--- config.mk ---
export PLATFORM = sky130hd
export DESIGN_NAME = change_dispenser
export DESIGN_NICKNAME = d
export VERILOG_FILES = /design/src/rtl/change_pkg.sv /design/src/rtl/change_dispenser_coin_select.sv /design/src/rtl/change_dispenser.sv
export SDC_FILE = /design/constraint.sdc
export NUM_CORES = 1
export LEC_CHECK = 0
export ABC_CLOCK_PERIOD_IN_PS = 4300
export CAP_MARGIN = 20
export CORE_AREA = 2 2 54 56
export CTS_CLUSTER_DIAMETER = 200
export DETAILED_ROUTE_END_ITERATION = 16
export DIE_AREA = 0 0 56 58
export PLACE_DENSITY_LB_ADDON = 0.2
export SETUP_SLACK_MARGIN = 0.4
export SLEW_MARGIN = 15
export SYNTH_ARGS = -nofsm -noshare
export SYNTH_HDL_FRONTEND = slang
export SYNTH_SLANG_ARGS = --single-unit
--- constraint.sdc ---
create_clock -name clk -period 4.3 [get_ports clk]
set_clock_uncertainty 0.05 [all_clocks]
set_input_delay 1.29 -clock clk [delete_from_list [all_inputs] [get_ports clk]]
set_output_delay 1.29 -clock clk [all_outputs]
set_load 0.01 [all_outputs]
--- src/rtl/change_pkg.sv ---
// Shared definitions for the change dispenser: coin codes, coin values,
// controller state encoding and a coin-code-to-value helper.
package change_pkg;

    localparam logic [1:0] COIN_NONE = 2'b00;
    localparam logic [1:0] COIN_5    = 2'b01;
    localparam logic [1:0] COIN_10   = 2'b10;
    localparam logic [1:0] COIN_25   = 2'b11;

    localparam int unsigned VAL_5  = 5;
    localparam int unsigned VAL_10 = 10;
    localparam int unsigned VAL_25 = 25;

    typedef enum logic [2:0] {
        ST_IDLE,
        ST_SELECT,
        ST_ISSUE,
        ST_DONE,
        ST_ERR
    } state_t;

    function automatic logic [7:0] coin_value(input logic [1:0] code);
        case (code)
            COIN_5:  coin_value = 8'(VAL_5);
            COIN_10: coin_value = 8'(VAL_10);
            COIN_25: coin_value = 8'(VAL_25);
            default: coin_value = 8'd0;
        endcase
    endfunction

endpackage

--- src/rtl/change_dispenser_coin_select.sv ---
// Combinational greedy coin picker: largest coin that fits the remaining
// amount. With CHANGE_DISPENSER_INV_EN the coin must also be in stock, and
// none_fit flags that nothing qualifies; otherwise stock is unlimited.
module coin_select
    import change_pkg::*;
#(
    parameter int AMT_W = 7
)
(
    input  logic [AMT_W-1:0] remaining,
`ifdef CHANGE_DISPENSER_INV_EN
    input  logic [2:0]       stock_ok,   // {25, 10, 5} stock nonzero
`endif
    output logic [1:0]       code,
    output logic             none_fit
);

    localparam logic [AMT_W-1:0] V5  = AMT_W'(VAL_5);
    localparam logic [AMT_W-1:0] V10 = AMT_W'(VAL_10);
    localparam logic [AMT_W-1:0] V25 = AMT_W'(VAL_25);

    // Pick the largest qualifying denomination.
    always_comb begin
        code     = COIN_NONE;
        none_fit = 1'b0;
`ifdef CHANGE_DISPENSER_INV_EN
        if (remaining >= V25 && stock_ok[2]) begin
            code = COIN_25;
        end else if (remaining >= V10 && stock_ok[1]) begin
            code = COIN_10;
        end else if (remaining >= V5 && stock_ok[0]) begin
            code = COIN_5;
        end else begin
            none_fit = 1'b1;
        end
`else
        if (remaining >= V25) begin
            code = COIN_25;
        end else if (remaining >= V10) begin
            code = COIN_10;
        end else begin
            code = COIN_5;
        end
`endif
    end

endmodule

--- src/rtl/change_dispenser.sv ---
// Refund/change dispenser: accepts a refund amount and hands it to the coin
// ejector one coin at a time, largest denomination first, with a
// valid/ack handshake per coin. Optional feature macro
// CHANGE_DISPENSER_INV_EN adds per-denomination stock counters and a
// refill input.
module change_dispenser
    import change_pkg::*;
#(
    parameter int AMT_W    = 7,
    parameter int MAX_AMT  = 100,
    parameter int INV_INIT = 8
)
(
    input  logic             clk,
    input  logic             rst,
    input  logic             req,
    input  logic [AMT_W-1:0] amount,
    output logic [1:0]       coin,
    output logic             coin_valid,
    input  logic             coin_ack,
`ifdef CHANGE_DISPENSER_INV_EN
    input  logic             refill,
`endif
    output logic             busy,
    output logic             done,
    output logic             err
);

    localparam logic [AMT_W-1:0] MAX_V = AMT_W'(MAX_AMT);
    localparam logic [AMT_W-1:0] FIVE  = AMT_W'(VAL_5);

    state_t           state_q, state_d;
    logic [AMT_W-1:0] remaining_q;
    logic [AMT_W-1:0] rem_next;
    logic [1:0]       coin_q;
    logic [1:0]       sel_code;
    logic             sel_none;
    logic             req_bad;

    // Out of range or not a whole number of nickels.
    assign req_bad  = (amount > MAX_V) || ((amount % FIVE) != '0);
    assign rem_next = remaining_q - AMT_W'(coin_value(coin_q));

`ifdef CHANGE_DISPENSER_INV_EN
    localparam int INV_W = (INV_INIT < 1) ? 1 : $clog2(INV_INIT + 1);

    logic [INV_W-1:0] s5_q, s10_q, s25_q;
    logic [2:0]       stock_ok;

    assign stock_ok = {s25_q != '0, s10_q != '0, s5_q != '0};

    // Stock counters: refilled from IDLE, decremented on each accepted coin.
    always_ff @(posedge clk or posedge rst) begin
        if (rst) begin
            s5_q  <= INV_W'(INV_INIT);
            s10_q <= INV_W'(INV_INIT);
            s25_q <= INV_W'(INV_INIT);
        end else if (state_q == ST_IDLE && refill) begin
            s5_q  <= INV_W'(INV_INIT);
            s10_q <= INV_W'(INV_INIT);
            s25_q <= INV_W'(INV_INIT);
        end else if (state_q == ST_ISSUE && coin_ack) begin
            case (coin_q)
                COIN_5:  s5_q  <= s5_q  - INV_W'(1);
                COIN_10: s10_q <= s10_q - INV_W'(1);
                COIN_25: s25_q <= s25_q - INV_W'(1);
                default: ;
            endcase
        end
    end

    coin_select #(.AMT_W(AMT_W)) u_coin_select (
        .remaining (remaining_q),
        .stock_ok  (stock_ok),
        .code      (sel_code),
        .none_fit  (sel_none)
    );
`else
    coin_select #(.AMT_W(AMT_W)) u_coin_select (
        .remaining (remaining_q),
        .code      (sel_code),
        .none_fit  (sel_none)
    );
`endif

    // Controller state register.
    always_ff @(posedge clk or posedge rst) begin
        if (rst) begin
            state_q <= ST_IDLE;
        end else begin
            state_q <= state_d;
        end
    end

    // Next-state and handshake/status outputs.
    always_comb begin
        state_d    = state_q;
        coin_valid = 1'b0;
        busy       = 1'b1;
        done       = 1'b0;
        err        = 1'b0;
        case (state_q)
            ST_IDLE: begin
                busy = 1'b0;
                if (req) begin
                    if (req_bad) begin
                        state_d = ST_ERR;
                    end else if (amount == '0) begin
                        state_d = ST_DONE;
                    end else begin
                        state_d = ST_SELECT;
                    end
                end
            end
            ST_SELECT: begin
                state_d = sel_none ? ST_ERR : ST_ISSUE;
            end
            ST_ISSUE: begin
                coin_valid = 1'b1;
                if (coin_ack) begin
                    state_d = (rem_next == '0) ? ST_DONE : ST_SELECT;
                end
            end
            ST_DONE: begin
                done    = 1'b1;
                state_d = ST_IDLE;
            end
            ST_ERR: begin
                err     = 1'b1;
                state_d = ST_IDLE;
            end
            default: begin
                state_d = ST_IDLE;
            end
        endcase
    end

    // Coin code is only driven while presented to the ejector.
    assign coin = coin_valid ? coin_q : COIN_NONE;

    // Remaining amount and selected coin registers.
    always_ff @(posedge clk or posedge rst) begin
        if (rst) begin
            remaining_q <= '0;
            coin_q      <= COIN_NONE;
        end else begin
            case (state_q)
                ST_IDLE:   if (req) remaining_q <= amount;
                ST_SELECT: coin_q <= sel_code;
                ST_ISSUE:  if (coin_ack) remaining_q <= rem_next;
                ST_ERR:    remaining_q <= '0;
                default:   ;
            endcase
        end
    end

endmodule
==> impl_results.md, run 1 <==
- Post-route cell area: ~1900 sq um
- Setup_tns: 0 ps
- Antenna-violating nets left: 0
- Initial drt markers: 96
- Met2 WL: ~2100 um
- Die area: 3250 sq um
- First-pass GRT wire length: 6670 um
- Ranking of synthesized cells by area: dfrtp_1 19%, ha_1 7.1%, nor2_1 5.5%
- Port Buffer Count: 16
- Setup crit start kind: input pin
- Reg-to-Reg Start: coin_q[0]
- Cell count after synthesis: roughly 200
- WL met3: between 100 and 150 um
- Num ports: 17
- Power density cells: between 400 and 500 nW/um^2
- Register area: around 300 sq um
- Wire length on met1: 1740 um
- Die height: just under 60 um
- Post-synthesis sequential area ratio: 0.191
- Outcome: completed
- Crit end category: flop
- Critical path depth: 11
- Crit path largest cell delay: 490 ps
- Row cnt: 19
- Detailed Route WL: 4130 um
- DIE WIDTH: 56 um
- Syn avg cell area: roughly 8 sq um
- Relative slew slack: 0.452
- Class of the worst hold path: flop to flop
- WP data arrival: 3900 ps
- Max clock buf depth: 2
- First-pass DRT Iterations: 4
- Worst EP required: 4480 ps
- TritonCTS buffer count: 3
- H-tree depth: 1
- Synthesis Warnings: 0
- Reg-to-Reg End: state_q[1]
- Root buf cell: clkbuf_4
- Top FF cell, synth: dfrtp_1
- Nets: 242
- Fmax: 0.269 GHz
- CTS tree: done
- Leading area contributor after synthesis: dfrtp_1
- Tmin final: 3720 ps
- Post-synth EDFFs: 0
- Average wire per standard cell: 16.5 um
- CP max FO: 12
- Final setup violation count: 0
- Syn nets: 217
- Hold-fix buffers, CTS: 0
- Number of synthesized register bits: 12
- Worst Min Path Start: remaining_q[6]
- Async set or reset register ratio after synthesis: 1.00
- Worst setup path class: input pin to flop
- # DRC: 0
- Via density per instance: 6.40
- Register-to-Register Path Depth: 10
- Critical Path Slowest Stage Cell: or4_1
- Gr ovfl total: 0
- Worst-Skew Late Latency: 290 ps
- R2r setup slk: 1910 ps
- Worst setup path end: state_q[1]
- Max-slew violations: 0
- Vias in the first global route: 1528
- Worst slew pin tran: 820 ps
- Clock transition at path regs: 90 ps
- Core area: ~2700 sq um
- Post-synth cell types: 64
- Worst Setup SP: amount[3]
- Highest metal used: met4
- Initial antenna violation count: 0
- Crit-path cells: clkdlybuf4s50_1 > buf_4 > inv_1 > a21oi_4 > buf_6 > nor3_1 > o31a_1 > a2111oi_4 > nor3_2 > or4_1 > o21ai_1
- VDD IR-drop max: roughly 0.36 mV
- Post-DP Area: 1720 sq um
- Buf/Inv on CP: 4
- ANT cells: 0
- Synthesized cell area: 1580 sq um
- CP top delay family: buffers and inverters
- Max_cap viols: 0
- GRT Util Overall: 0.252
- RSZ-0062 raised after global routing: false
- Via count: 1606
- Fillcell total: approximately 210
- Clock Sink Count: 12
- Post-detail-place hpwl: 3020 um
- Area taken by multi-input logic gates: 1180 sq um
- Layout cell share with drive strength beyond 1: 0.164
- Post-route clock period utilization: 0.866
- Final Hold Fails: 0
- Largest net degree at the start of global routing: 17
- Pleak: about 0.8 nW
- Starting density of the core: 0.592
- Synth top area share: 0.191
- Synthesis-to-layout area growth: 18.7%
- GP Congestion: roughly 0.87
==> kinds of logic (layout without fill, tap and decap cells) <==
group	count (synthesis)	in the layout	share of synthesized area
AO/OA/AOI/OAI	71	71	0.333
XOR/XNOR	5	5	0.0278
adder cells (fa/ha/maj)	10	10	0.0842
buffers and inverters	22	46	0.110
flip-flops	12	12	0.191
AND/OR/NAND/NOR	76	76	0.254
==> synthesized netlist by cell type, types with 2 or more instances <==
library cell and count:
a2111o_1 2, a211oi_1 3, a21boi_0 2, a21o_1 2, a21o_2 2, a21oi_1 11, a22oi_1 5, and3b_1 2
bufbuf_16 2, clkbuf_1 2, dfrtp_1 12, ha_1 9, inv_1 13, nand2_1 18, nand3_1 3, nand3b_1 2
nor2_1 23, nor2b_1 5, nor3_1 7, nor3b_1 2, nor4_1 3, o2111ai_1 2, o21a_1 5, o21ai_0 9
o21ai_1 4, o22ai_1 3, o31a_1 2, o41ai_1 2, xnor2_1 4
==> final cells by class <==
| type | count | area share |
|---|---|---|
| Tap cell | 31 | 0.0207 |
| Multi-Input combinational cell | 162 | 0.631 |
| Timing Repair Buffer | 29 | 0.142 |
| Clock buffer | 4 | 0.0194 |
| Inverter | 13 | 0.0261 |
| Sequential cell | 12 | 0.161 |
==> how the worst min path moves through the flow <==
stage / end / slack (ps) / depth (start not counted)
3_3_place_gp: remaining_q[6] / 500 / 1
3_5_place_dp: remaining_q[6] / 510 / 1
5_1_grt: remaining_q[6] / 570 / 1
6_report: remaining_q[6] / 540 / 1
2_1_floorplan: remaining_q[0] / 480 / 2
4_1_cts: remaining_q[6] / 540 / 1
==> per-layer routing <==
| metal | track usage | vias to the layer above |
|---|---|---|
| met5 | 0 | - |
| met4 | 0.119 | 0 |
| met3 | 0.0201 | 14 |
| met2 | 0.459 | 56 |
| met1 | 0.302 | 757 |
| li1 | - | 779 |
==> through the flow <==
step,instances,utilization,setup slack (ps),total power [mW],hold WS (ps)
after floorplan,196,-,454,0.682,478
after global placement,244,0.648,127,0.769,503
after detailed placement,244,0.648,14.1,0.789,514
after CTS,249,0.666,401,0.888,537
after global routing,251,0.703,429,0.990,567
final,251,0.703,577,0.909,540
==> cells in the final DEF, fill, tap and decap left out, types with 3 or more instances in the layout <==
master	count
nor3_1	6
o21a_1	5
a22oi_1	4
o21ai_0	8
nand3_1	3
o22ai_1	3
inv_1	11
ha_1	7
dfrtp_1	12
nor4_1	3
a21oi_1	11
clkbuf_4	3
o21ai_1	5
nand2_1	18
nor2_1	23
clkdlybuf4s50_1	14
xnor2_1	4
buf_4	12
nor2b_1	5
==> repair_timing <==
action	4_1_cts	5_1_grt
setup buffers	1	2
pin swaps	1	6
gates resized for setup	1	17
endpoints found under the setup margin	1	3
==> sequential cells by signal, indices dropped and copies added, names as in the netlist <==
signal       flops
remaining_q      7
state_q          3
coin_q           2
==> where the power goes <==
part | switching (mW) | leakage [nW] | internal [mW]
logic | 0.315 | 0.617 | 0.269
clock network | 0.0464 | 0.0210 | 0.0517
registers | 0.0662 | 0.145 | 0.161
Power figures use the tool's default switching activity.
==> run 2: changes to the inputs <==
--- a/config.mk
+++ b/config.mk
@@ -9,6 +9,7 @@
 export CAP_MARGIN = 20
 export CORE_AREA = 2 2 54 56
 export CTS_CLUSTER_DIAMETER = 200
+export CTS_CLUSTER_SIZE = 10
 export DETAILED_ROUTE_END_ITERATION = 16
 export DIE_AREA = 0 0 56 58
 export PLACE_DENSITY_LB_ADDON = 0.2
==> results of run 2 <==
No change in the layout: final DEF, timing and power equal those of run 1.
